`src/rtl/counter_sequencer_pkg.sv`:
```
// Shared types and default sizes for the counter sequencer.
package counter_sequencer_pkg;

    localparam int unsigned CS_WIDTH    = 4;
    localparam int unsigned CS_PS_WIDTH = 8;

    typedef enum logic {
        IDLE = 1'b0,
        RUN  = 1'b1
    } state_e;

endpackage : counter_sequencer_pkg

```
`src/rtl/counter_sequencer_tick_gen.sv`:
```
// Prescale divider: emits a one-cycle tick every div+1 enabled cycles.
module tick_gen
    import counter_sequencer_pkg::*;
#(
    parameter int unsigned PS_WIDTH = CS_PS_WIDTH
) (
    input  logic                clk,
    input  logic                reset_n,
    input  logic                clear,
    input  logic                run,
    input  logic [PS_WIDTH-1:0] div,
    output logic                tick
);

    logic [PS_WIDTH-1:0] ps_q;
    logic [PS_WIDTH-1:0] ps_d;

    // Tick fires on the enabled cycle where the divider reaches its terminal value.
    assign tick = run && (ps_q == div);

    // Next divider value: clear wins, then wrap or advance while enabled, else freeze.
    always_comb begin
        ps_d = ps_q;
        if (clear) begin
            ps_d = '0;
        end else if (run) begin
            if (ps_q == div) begin
                ps_d = '0;
            end else begin
                ps_d = ps_q + PS_WIDTH'(1);
            end
        end
    end

    // Divider register.
    always_ff @(posedge clk or negedge reset_n) begin
        if (!reset_n) begin
            ps_q <= '0;
        end else begin
            ps_q <= ps_d;
        end
    end

endmodule : tick_gen

```
`src/rtl/counter_sequencer.sv`:
```
// Interval timer controller: start/stop FSM, prescaled up-counter, terminal compare, done pulse.
module counter_sequencer
    import counter_sequencer_pkg::*;
#(
    parameter int unsigned WIDTH    = CS_WIDTH,
    parameter int unsigned PS_WIDTH = CS_PS_WIDTH
) (
    input  logic                clk,
    input  logic                reset_n,
    input  logic                start,
    input  logic                stop,
    input  logic                periodic,
    input  logic [WIDTH-1:0]    limit,
    input  logic [PS_WIDTH-1:0] prescale,
    output logic                busy,
    output logic                done,
    output logic [WIDTH-1:0]    count
);

    state_e              state_q, state_d;
    logic [WIDTH-1:0]    count_q, count_d;
    logic [WIDTH-1:0]    limit_q, limit_d;
    logic [PS_WIDTH-1:0] prescale_q, prescale_d;
    logic                periodic_q, periodic_d;
    logic                done_q, done_d;
    logic                busy_q, busy_d;
    logic                ps_clear_c;
    logic                ps_run_c;
    logic                tick_c;

    // The divider freezes on the stop edge so ps holds its value in IDLE.
    assign ps_run_c = (state_q == RUN) && !stop;

    tick_gen #(
        .PS_WIDTH (PS_WIDTH)
    ) u_tick_gen (
        .clk     (clk),
        .reset_n (reset_n),
        .clear   (ps_clear_c),
        .run     (ps_run_c),
        .div     (prescale_q),
        .tick    (tick_c)
    );

    // Next state, count, configuration latch and done pulse.
    always_comb begin
        state_d    = state_q;
        count_d    = count_q;
        limit_d    = limit_q;
        prescale_d = prescale_q;
        periodic_d = periodic_q;
        done_d     = 1'b0;
        ps_clear_c = 1'b0;
        unique case (state_q)
            IDLE: begin
                if (start && !stop) begin
                    limit_d    = limit;
                    prescale_d = prescale;
                    periodic_d = periodic;
                    count_d    = '0;
                    ps_clear_c = 1'b1;
                    state_d    = RUN;
                end
            end
            RUN: begin
                if (stop) begin
                    state_d = IDLE;
                end else if (tick_c) begin
                    if (count_q == limit_q) begin
                        done_d = 1'b1;
                        if (periodic_q) begin
                            count_d = '0;
                        end else begin
                            state_d = IDLE;
                        end
                    end else begin
                        count_d = count_q + WIDTH'(1);
                    end
                end
            end
            default: state_d = IDLE;
        endcase
        busy_d = (state_d == RUN);
    end

    // State and datapath registers.
    always_ff @(posedge clk or negedge reset_n) begin
        if (!reset_n) begin
            state_q    <= IDLE;
            count_q    <= '0;
            limit_q    <= '0;
            prescale_q <= '0;
            periodic_q <= 1'b0;
            done_q     <= 1'b0;
            busy_q     <= 1'b0;
        end else begin
            state_q    <= state_d;
            count_q    <= count_d;
            limit_q    <= limit_d;
            prescale_q <= prescale_d;
            periodic_q <= periodic_d;
            done_q     <= done_d;
            busy_q     <= busy_d;
        end
    end

    assign busy  = busy_q;
    assign done  = done_q;
    assign count = count_q;

endmodule : counter_sequencer

```
`config.mk`:
```
export PLATFORM = sky130hd
export DESIGN_NAME = counter_sequencer
export DESIGN_NICKNAME = d
export VERILOG_FILES = /design/src/rtl/counter_sequencer_pkg.sv /design/src/rtl/counter_sequencer_tick_gen.sv /design/src/rtl/counter_sequencer.sv
export SDC_FILE = /design/constraint.sdc
export NUM_CORES = 1
export LEC_CHECK = 0
export ABC_CLOCK_PERIOD_IN_PS = 2690
export CAP_MARGIN = 10
export CORE_ASPECT_RATIO = 1.2
export CORE_MARGIN = 2
export CORE_UTILIZATION = 55
export CTS_CLUSTER_DIAMETER = 50
export DETAILED_ROUTE_END_ITERATION = 10
export DONT_BUFFER_PORTS = 1
export HOLD_SLACK_MARGIN = 0.05
export PLACE_DENSITY = 0.73
export SLEW_MARGIN = 20
export SYNTH_ARGS = -nofsm -noshare
export SYNTH_HDL_FRONTEND = slang
export SYNTH_HIERARCHICAL = 1
export SYNTH_SLANG_ARGS = --single-unit
```
`constraint.sdc`:
```
create_clock -name clk -period 2.69 [get_ports clk]
set_input_delay 0.538 -clock clk [delete_from_list [all_inputs] [get_ports clk]]
set_output_delay 0.538 -clock clk [all_outputs]
set_load 0.02 [all_outputs]
```
==> results of run 1 <==
per-layer routing:
layer / track usage / wire length [µm] / up-vias / part of all wire
li1: - / - / 415 / -
met1: 0.212 / 927 / 433 / 0.40
met2: 0.331 / 1250 / 14 / 0.55
met3: 0.0431 / 74 / 4 / 0.032
met4: 0.0913 / 44 / 0 / 0.019
met5: 0 / 0 / - / 0
synthesized netlist by cell type:
| cell type | count |
|---|---|
| sky130_fd_sc_hd__dfrtp_1 | 27 |
| sky130_fd_sc_hd__mux2_2 | 14 |
| sky130_fd_sc_hd__nor2_1 | 9 |
| sky130_fd_sc_hd__xnor2_1 | 9 |
| sky130_fd_sc_hd__xor2_1 | 7 |
| sky130_fd_sc_hd__nand2_1 | 6 |
| sky130_fd_sc_hd__inv_1 | 4 |
| sky130_fd_sc_hd__nor2b_1 | 3 |
| sky130_fd_sc_hd__a22o_2 | 2 |
| sky130_fd_sc_hd__ha_1 | 2 |
| sky130_fd_sc_hd__nand2b_1 | 2 |
| sky130_fd_sc_hd__nand3_1 | 2 |
| sky130_fd_sc_hd__nand4_2 | 2 |
| sky130_fd_sc_hd__nor3_1 | 2 |
| sky130_fd_sc_hd__nor3_2 | 2 |
| sky130_fd_sc_hd__o2111ai_1 | 2 |
| sky130_fd_sc_hd__o211ai_1 | 2 |
| sky130_fd_sc_hd__o21ai_0 | 2 |
| sky130_fd_sc_hd__o21ai_1 | 2 |
| sky130_fd_sc_hd__xnor2_2 | 2 |
| sky130_fd_sc_hd__a221o_1 | 1 |
| sky130_fd_sc_hd__a221o_2 | 1 |
| sky130_fd_sc_hd__a31oi_1 | 1 |
| sky130_fd_sc_hd__and3_2 | 1 |
| sky130_fd_sc_hd__buf_2 | 1 |
| sky130_fd_sc_hd__nor4_1 | 1 |
| sky130_fd_sc_hd__nor4_2 | 1 |
| sky130_fd_sc_hd__o21ai_2 | 1 |
| sky130_fd_sc_hd__o21bai_1 | 1 |
| sky130_fd_sc_hd__o31ai_4 | 1 |
power breakdown:
group	switching, mW	internal [mW]
Clock	0.104	0.0578
Combinational	0.0693	0.0846
Sequential	0.0442	0.453
Total	0.217	0.596
stage by stage:
stage / instances / worst slack [ns]
finish: 152 / 0.460
global route: 152 / 0.311
CTS: 152 / 0.488
detailed placement: 146 / 0.504
global placement: 146 / 0.591
floorplan: 113 / 0.607
path summary, 6_finish.rpt:
check | startpoint | end | cells past startpoint
max in group asynchronous | reset_n | limit_q[0] | 2
min reg2reg | periodic_q | periodic_q | 1
min | prescale[6] | prescale_q[6] | 1
max | busy | count[2] | 6
min in group asynchronous | reset_n | u_tick_gen/ps_q[7] | 2
max reg2reg | busy | count[2] | 6
flip-flops by register name (all words and copies together), names as in the netlist:
| name | cells |
|---|---|
| busy | 1 |
| periodic_q | 1 |
| u_tick_gen/ps_q | 8 |
| done | 1 |
| prescale_q | 8 |
| limit_q | 4 |
| count | 4 |
cell type report:
| class | instances | share of cell area |
|---|---|---|
| Multi-Input combinational cell | 81 | 0.454 |
| Inverter | 4 | 0.0101 |
| Timing Repair Buffer | 5 | 0.0355 |
| Sequential cell | 27 | 0.456 |
| Tap cell | 31 | 0.0262 |
| Clock buffer | 4 | 0.0178 |
repair_timing:
| item | CTS | global route |
|---|---|---|
| hold buffers | 2 | 0 |
| endpoints found under the hold margin | 27 | 0 |
| setup buffers | 0 | 0 |
logic make-up (layout without fill, tap and decap cells):
| logic type | count (synthesis) | count (layout) | share of synthesized area |
|---|---|---|---|
| xor gates and xnor gates | 18 | 18 | 0.126 |
| DFF | 27 | 27 | 0.494 |
| buffers and inverters | 5 | 13 | 0.0146 |
| AOI/OAI and AO/OA | 16 | 16 | 0.101 |
| muxes | 14 | 14 | 0.115 |
| adders and majority gates | 2 | 2 | 0.0183 |
| and+or+nand+nor | 31 | 31 | 0.131 |
cell usage in the layout (no fill, tap or decap):
cell type / count
sky130_fd_sc_hd__a221o_1: 1
sky130_fd_sc_hd__a221o_2: 1
sky130_fd_sc_hd__a22o_2: 2
sky130_fd_sc_hd__a31oi_1: 1
sky130_fd_sc_hd__and3_2: 1
sky130_fd_sc_hd__buf_12: 1
sky130_fd_sc_hd__buf_4: 3
sky130_fd_sc_hd__clkbuf_1: 1
sky130_fd_sc_hd__clkbuf_4: 3
sky130_fd_sc_hd__dfrtp_1: 27
sky130_fd_sc_hd__dlygate4sd3_1: 1
sky130_fd_sc_hd__ha_1: 2
sky130_fd_sc_hd__inv_1: 4
sky130_fd_sc_hd__mux2_2: 14
sky130_fd_sc_hd__nand2_1: 6
sky130_fd_sc_hd__nand2b_1: 2
sky130_fd_sc_hd__nand3_1: 2
sky130_fd_sc_hd__nand4_2: 2
sky130_fd_sc_hd__nor2_1: 9
sky130_fd_sc_hd__nor2b_1: 3
sky130_fd_sc_hd__nor3_1: 2
sky130_fd_sc_hd__nor3_2: 2
sky130_fd_sc_hd__nor4_1: 1
sky130_fd_sc_hd__nor4_2: 1
sky130_fd_sc_hd__o2111ai_1: 2
sky130_fd_sc_hd__o211ai_1: 2
sky130_fd_sc_hd__o21ai_0: 2
sky130_fd_sc_hd__o21ai_1: 2
sky130_fd_sc_hd__o21ai_2: 1
sky130_fd_sc_hd__o21bai_1: 1
sky130_fd_sc_hd__o31ai_4: 1
sky130_fd_sc_hd__xnor2_1: 9
sky130_fd_sc_hd__xnor2_2: 2
sky130_fd_sc_hd__xor2_1: 7
==> parameters.txt, run 1 <==
Parameter                              Value

Global routing
  First-pass GRT wire length    4150 µm
  Pin count of the biggest net entering global routing    28
  Vias in the first global route    978
  GRT Overall Usage    0.187
  Grt total ovfl    0
  Initial antenna violation count    0

Layout
  Fill cells    189
  Share of the core filled with cells in the final layout    0.635
  Multi-input logic area    672 µm²
  Final layout net count    141
  Register area    676 µm²
  Post-synthesis to final-layout area growth    8.23%
  Share of final-layout standard cells stronger than drive strength 1    0.281
  Final antenna diode count    0
  Area of all placed cells without fillers    1480 µm²

STA
  Ratio of final minimum period to clock period    0.829
  Relative max-transition margin    0.645
  Final number of max-transition violations    0
  Minimum period implied by the final worst setup slack    2.23 ns
  Total Neg Setup Slack    0 ns
  Unrepaired setup endpoints after global routing    false
  Slew @ Worst Pin    0.528 ns
  Maximum operating frequency    0.448 GHz
  Setup clock skew after layout    0.00408 ns
  Setup Viol. Count Final    0
  Worst Hold Margin    0.370 ns
  Final count of hold timing violations    0

Run
  Maxcap violations    0

Setup path
  Slowest stage cell on the critical path    sky130_fd_sc_hd__dfrtp_1
  Worst Setup End Kind    flip-flop
  Critical path class    flip-flop to flip-flop
  Crit path max fanout    6
  Critical-path cell list    nor2b_1 -> inv_1 -> nor3_1 -> nand2_1 -> a221o_2 -> a221o_1
  Category of the worst setup path launch point    flip-flop
  Number of buffers and inverters on the critical path    1
  Worst EP required    2.90 ns
  Critical path arrival    2.44 ns
  Setup slack of the most critical reg-to-reg path    0.46 ns
  Cell family with the largest share of critical-path delay    simple AND/OR/NAND/NOR gates
  Worst path max stage delay    0.55 ns

Logic synthesis
  Post-Syn Nets    132
  Netlist area before placement    1370 µm²
  Synth cell types    30
  Most area-hungry cell type in the Yosys netlist    sky130_fd_sc_hd__dfrtp_1
  #FFs+latches synth    27
  Avg Inst Size Synth    12.1 µm²
  Mapped Cells    113
  Synth area leaders    sky130_fd_sc_hd__dfrtp_1 49%, sky130_fd_sc_hd__mux2_2 12%, sky130_fd_sc_hd__xnor2_1 5.8%
  Register area share after synthesis    0.494
  Warnings, synthesis    6
  Top-area cell type share of the netlist area    0.494

Clocking
  Clock tree from TritonCTS    built
  Clock transition time at the flip-flop clock pins of the worst setup and hold paths    0.13 ns
  Htree depth    1
  Number of cells upsized or downsized after cts    0
  Number of buffers created by CTS    3
  Worst-skew pair later-pin latency    0.31 ns
  CTS Root Cell    sky130_fd_sc_hd__clkbuf_4
  Clk sinks    27
  Buffer depth of the longest clock path    2

Floorplan
  Initial Utilization    0.587
  Floorplan row count    19
  Core Area    2330 µm²
  Die span in x    49.5 µm
  Die Area    2900 µm²
  Die span in y    58.6 µm
  Boundary pin count    23

Detailed routing
  Final antenna-violating net count    0
  TritonRoute pass-1 iters    4
  Average wire per standard cell    15.1 µm
  DRC violations left    0
  Vias    866
  DRC marker count from the first detailed-route iteration    10
  Total detailed-routing wirelength    2300 µm
  Via density    5.70

Placed design
  Detailed Place HPWL    1770 µm
  Cell Area, Placed    1420 µm²
  # port buffers    0
  Final Wtd Congestion    0.863

Run status
  Run status    complete, no violations

Power and ir drop
  Leakage power summed over all cells    0.622 nW
  Worst supply voltage drop on vdd    476 µV
  Power density over cell area    549 nW/µm²
  Post-layout total power    0.813 mW

Min path
  Type of the tightest min-delay check    input port to flip-flop
Note: power is estimated with default switching activity, not from simulation.
==> run 2, diff against run 1 <==
--- a/config.mk
+++ b/config.mk
@@ -5,7 +5,7 @@
 export SDC_FILE = /design/constraint.sdc
 export NUM_CORES = 1
 export LEC_CHECK = 0
-export ABC_CLOCK_PERIOD_IN_PS = 2690
+export ABC_CLOCK_PERIOD_IN_PS = 1900
 export CAP_MARGIN = 10
 export CORE_ASPECT_RATIO = 1.2
 export CORE_MARGIN = 2
@@ -14,7 +14,7 @@
 export DETAILED_ROUTE_END_ITERATION = 10
 export DONT_BUFFER_PORTS = 1
 export HOLD_SLACK_MARGIN = 0.05
-export PLACE_DENSITY = 0.73
+export PLACE_DENSITY = 0.76
 export SLEW_MARGIN = 20
 export SYNTH_ARGS = -nofsm -noshare
 export SYNTH_HDL_FRONTEND = slang
==> constraint.sdc (replaced) <==
create_clock -name clk -period 1.9 [get_ports clk]
set_input_delay 0.38 -clock clk [delete_from_list [all_inputs] [get_ports clk]]
set_output_delay 0.38 -clock clk [all_outputs]
set_load 0.02 [all_outputs]
==> parameters.txt, run 2 (synthesis results as in run 1) <==
Parameter                              Value

Setup path
  Critical path arrival    2.04 ns (was 2.44 ns)
  Worst EP required    2.12 ns (was 2.90 ns)
  Setup slack of the most critical reg-to-reg path    0.08 ns (was 0.46 ns)
  Crit path max fanout    4 (was 6)
  Critical path class    flip-flop to flip-flop (unchanged)
  Reg-to-reg critical path endpoint    count[2] (unchanged)
  Worst Setup End Kind    flip-flop (unchanged)
  Worst Reg2Reg Path Length in Cells    6 (unchanged)
  Category of the worst setup path launch point    flip-flop (unchanged)
  Launch instance of the worst register-to-register path    u_tick_gen/ps_q[0] (was busy)

Layout
  Largest regs    prescale_q: 8 flops, u_tick_gen/ps_q: 8 flops (unchanged)
  Most frequent standard cell in the layout excluding fill and tap cells    sky130_fd_sc_hd__dfrtp_1 (unchanged)
  Area of all placed cells without fillers    1600 µm² (was 1480 µm²)
  Post-synthesis to final-layout area growth    17.1% (was 8.23%)
  Final antenna diode count    0 (unchanged)
  Final layout net count    153 (was 141)
  Multi-input logic area    699 µm² (was 672 µm²)
  Commonest cells after routing, fill and taps aside    24 x sky130_fd_sc_hd__dfrtp_1, 15 x sky130_fd_sc_hd__buf_4, 14 x sky130_fd_sc_hd__mux2_2, 9 x sky130_fd_sc_hd__nor2_1 (was 27 x sky130_fd_sc_hd__dfrtp_1, 14 x sky130_fd_sc_hd__mux2_2, 9 x sky130_fd_sc_hd__nor2_1, 9 x sky130_fd_sc_hd__xnor2_1, 7 x sky130_fd_sc_hd__xor2_1)
  Fill cells    181 (was 189)
  Share of final-layout standard cells stronger than drive strength 1    0.398 (was 0.281)
  Register area    679 µm² (was 676 µm²)

STA
  Final count of hold timing violations    0 (unchanged)
  Final number of max-transition violations    0 (unchanged)
  Unrepaired setup endpoints after global routing    true (was false)
  Worst Hold Margin    0.196 ns (was 0.370 ns)
  Setup clock skew after layout    0.00405 ns (was 0.00408 ns)
  Minimum period implied by the final worst setup slack    1.82 ns (was 2.23 ns)
  Maximum operating frequency    0.551 GHz (was 0.448 GHz)
  Relative max-transition margin    0.643 (was 0.645)
  Slew @ Worst Pin    0.531 ns (was 0.528 ns)
  Min setup slack post-route    0.0838 ns (was 0.460 ns)
  Ratio of final minimum period to clock period    0.956 (was 0.829)
  Setup Viol. Count Final    0 (unchanged)

Floorplan
  Die span in y    58.6 µm (unchanged)
  Die Area    2900 µm² (unchanged)
  Boundary pin count    23 (unchanged)
  Core Area    2330 µm² (unchanged)
  Initial Utilization    0.587 (unchanged)
  Floorplan row count    19 (unchanged)
  Die span in x    49.5 µm (unchanged)

Clocking
  Buffer depth of the longest clock path    2 (unchanged)
  Htree depth    1 (unchanged)
  Number of buffers created by CTS    3 (unchanged)
  Clock tree from TritonCTS    built (unchanged)
  Clk sinks    27 (unchanged)
  CTS Root Cell    sky130_fd_sc_hd__clkbuf_4 (unchanged)
  Worst-skew pair later-pin latency    0.32 ns (was 0.31 ns)
  Clock transition time at the flip-flop clock pins of the worst setup and hold paths    0.14 ns (was 0.13 ns)

Detailed routing
  Vias    914 (was 866)
  Average wire per standard cell    15.5 µm (was 15.1 µm)
  DRC violations left    0 (unchanged)
  TritonRoute pass-1 iters    4 (unchanged)
  Via density    5.57 (was 5.70)
  DRC marker count from the first detailed-route iteration    16 (was 10)
  Total detailed-routing wirelength    2550 µm (was 2300 µm)
  Final antenna-violating net count    0 (unchanged)

Power and ir drop
  Comb pwr share    0.217 (was 0.189)
  Sequential cell fraction of total power    0.582 (was 0.612)
  Power density over cell area    752 nW/µm² (was 549 nW/µm²)
  Leakage power summed over all cells    0.691 nW (was 0.622 nW)
  Clock share of power    0.202 (was 0.199)
  P_int    0.869 mW (was 0.596 mW)
  Switching component of the power    0.335 mW (was 0.217 mW)
  Post-layout total power    1.20 mW (was 0.813 mW)
  Worst supply voltage drop on vdd    631 µV (was 476 µV)
  Switching part of the total    0.278 (was 0.267)

Min path
  Hold path depth    2 (was 1)
  Type of the tightest min-delay check    input port to flip-flop (unchanged)
  Start point of the worst min-delay path    stop (was prescale[6])
  Worst Hold Endpoint    busy (was prescale_q[6])

Placed design
  Cell Area, Placed    1520 µm² (was 1420 µm²)
  Detailed Place HPWL    1950 µm (was 1770 µm)
  # port buffers    0 (unchanged)
  Post-placement worst setup slack    0.0706 ns (was 0.504 ns)
  Final Wtd Congestion    0.771 (was 0.863)

Global routing
  Pin count of the biggest net entering global routing    28 (unchanged)
  Initial antenna violation count    0 (unchanged)
  Grt total ovfl    0 (unchanged)
  Vias in the first global route    984 (was 978)
  First-pass GRT wire length    4290 µm (was 4150 µm)
  GRT Overall Usage    0.195 (was 0.187)

Run status
  Run status    complete, no violations (unchanged)

Run
  Maxcap violations    0 (unchanged)
-- run 2: cell types whose count changed in the layout (fill, tap and decap cells not counted) --
cell	delta
sky130_fd_sc_hd__nor3_1	-1
sky130_fd_sc_hd__dfrtp_2	+3
sky130_fd_sc_hd__buf_4	+12
sky130_fd_sc_hd__xnor2_2	+2
sky130_fd_sc_hd__nor2b_4	+1
sky130_fd_sc_hd__dfrtp_1	-3
sky130_fd_sc_hd__nor3_2	+1
sky130_fd_sc_hd__nor2b_1	-1
sky130_fd_sc_hd__xnor2_1	-2
-- run 2: per-layer routing --
| layer | track usage | wire length [µm] |
|---|---|---|
| met5 | 0 | 0 |
| met4 | 0.103 | 41 |
| met3 | 0.0330 | 92 |
| met1 | 0.217 | 1070 |
| met2 | 0.358 | 1340 |
-- run 2: repair_timing --
item                                    4_1_cts  5_1_grt
hold buffers                                  2        0
setup buffers                                 0        1
endpoints found under the setup margin        0        3
gates resized for setup                       0        4
hold endpoints to repair                     27        0
-- run 2: metrics by stage --
step	utilization	cells	TNS, ns
2_1_floorplan	-	113	0
3_3_place_gp	0.653	157	0
3_5_place_dp	0.653	157	0
4_1_cts	0.677	163	0
5_1_grt	0.687	164	-0.0228
6_report	0.687	164	0
-- run 2: power groups by stage --
stage	sequential [mW]	combinational (mW)	clock [mW]
floorplan	0.703	0.178	0
finish	0.700	0.261	0.243
global route	0.711	0.284	0.269
global placement	0.709	0.227	0
detailed placement	0.713	0.232	0
CTS	0.701	0.251	0.251
-- run 2: final cells by class --
cell class | instances | share of cell area
multi-input combinational | 81 | 0.437
sequential | 27 | 0.424
clock buffer | 4 | 0.0164
timing repair buffer | 17 | 0.0891
inverter | 4 | 0.00937
tap | 31 | 0.0242
-- run 2: how the worst max path moves through the flow --
stage                    end                from  cells past startpoint  slack, ns
floorplan           count[2]  u_tick_gen/ps_q[0]                      6       0.04
global placement    count[2]  u_tick_gen/ps_q[2]                      6       0.09
detailed placement  count[2]  u_tick_gen/ps_q[2]                      6       0.07
CTS                 count[2]  u_tick_gen/ps_q[2]                      6       0.05
global route        count[2]  u_tick_gen/ps_q[0]                      6      -0.02
finish              count[2]  u_tick_gen/ps_q[0]                      6       0.08
-- run 2: critical path, stage by stage (launching register included) --
cell	delay [ns]
sky130_fd_sc_hd__dfrtp_1	0.43
sky130_fd_sc_hd__xnor2_2	0.18
sky130_fd_sc_hd__nand4_2	0.14
sky130_fd_sc_hd__nor3_2	0.19
sky130_fd_sc_hd__nand2_1	0.10
sky130_fd_sc_hd__a221o_2	0.38
sky130_fd_sc_hd__a221o_1	0.30
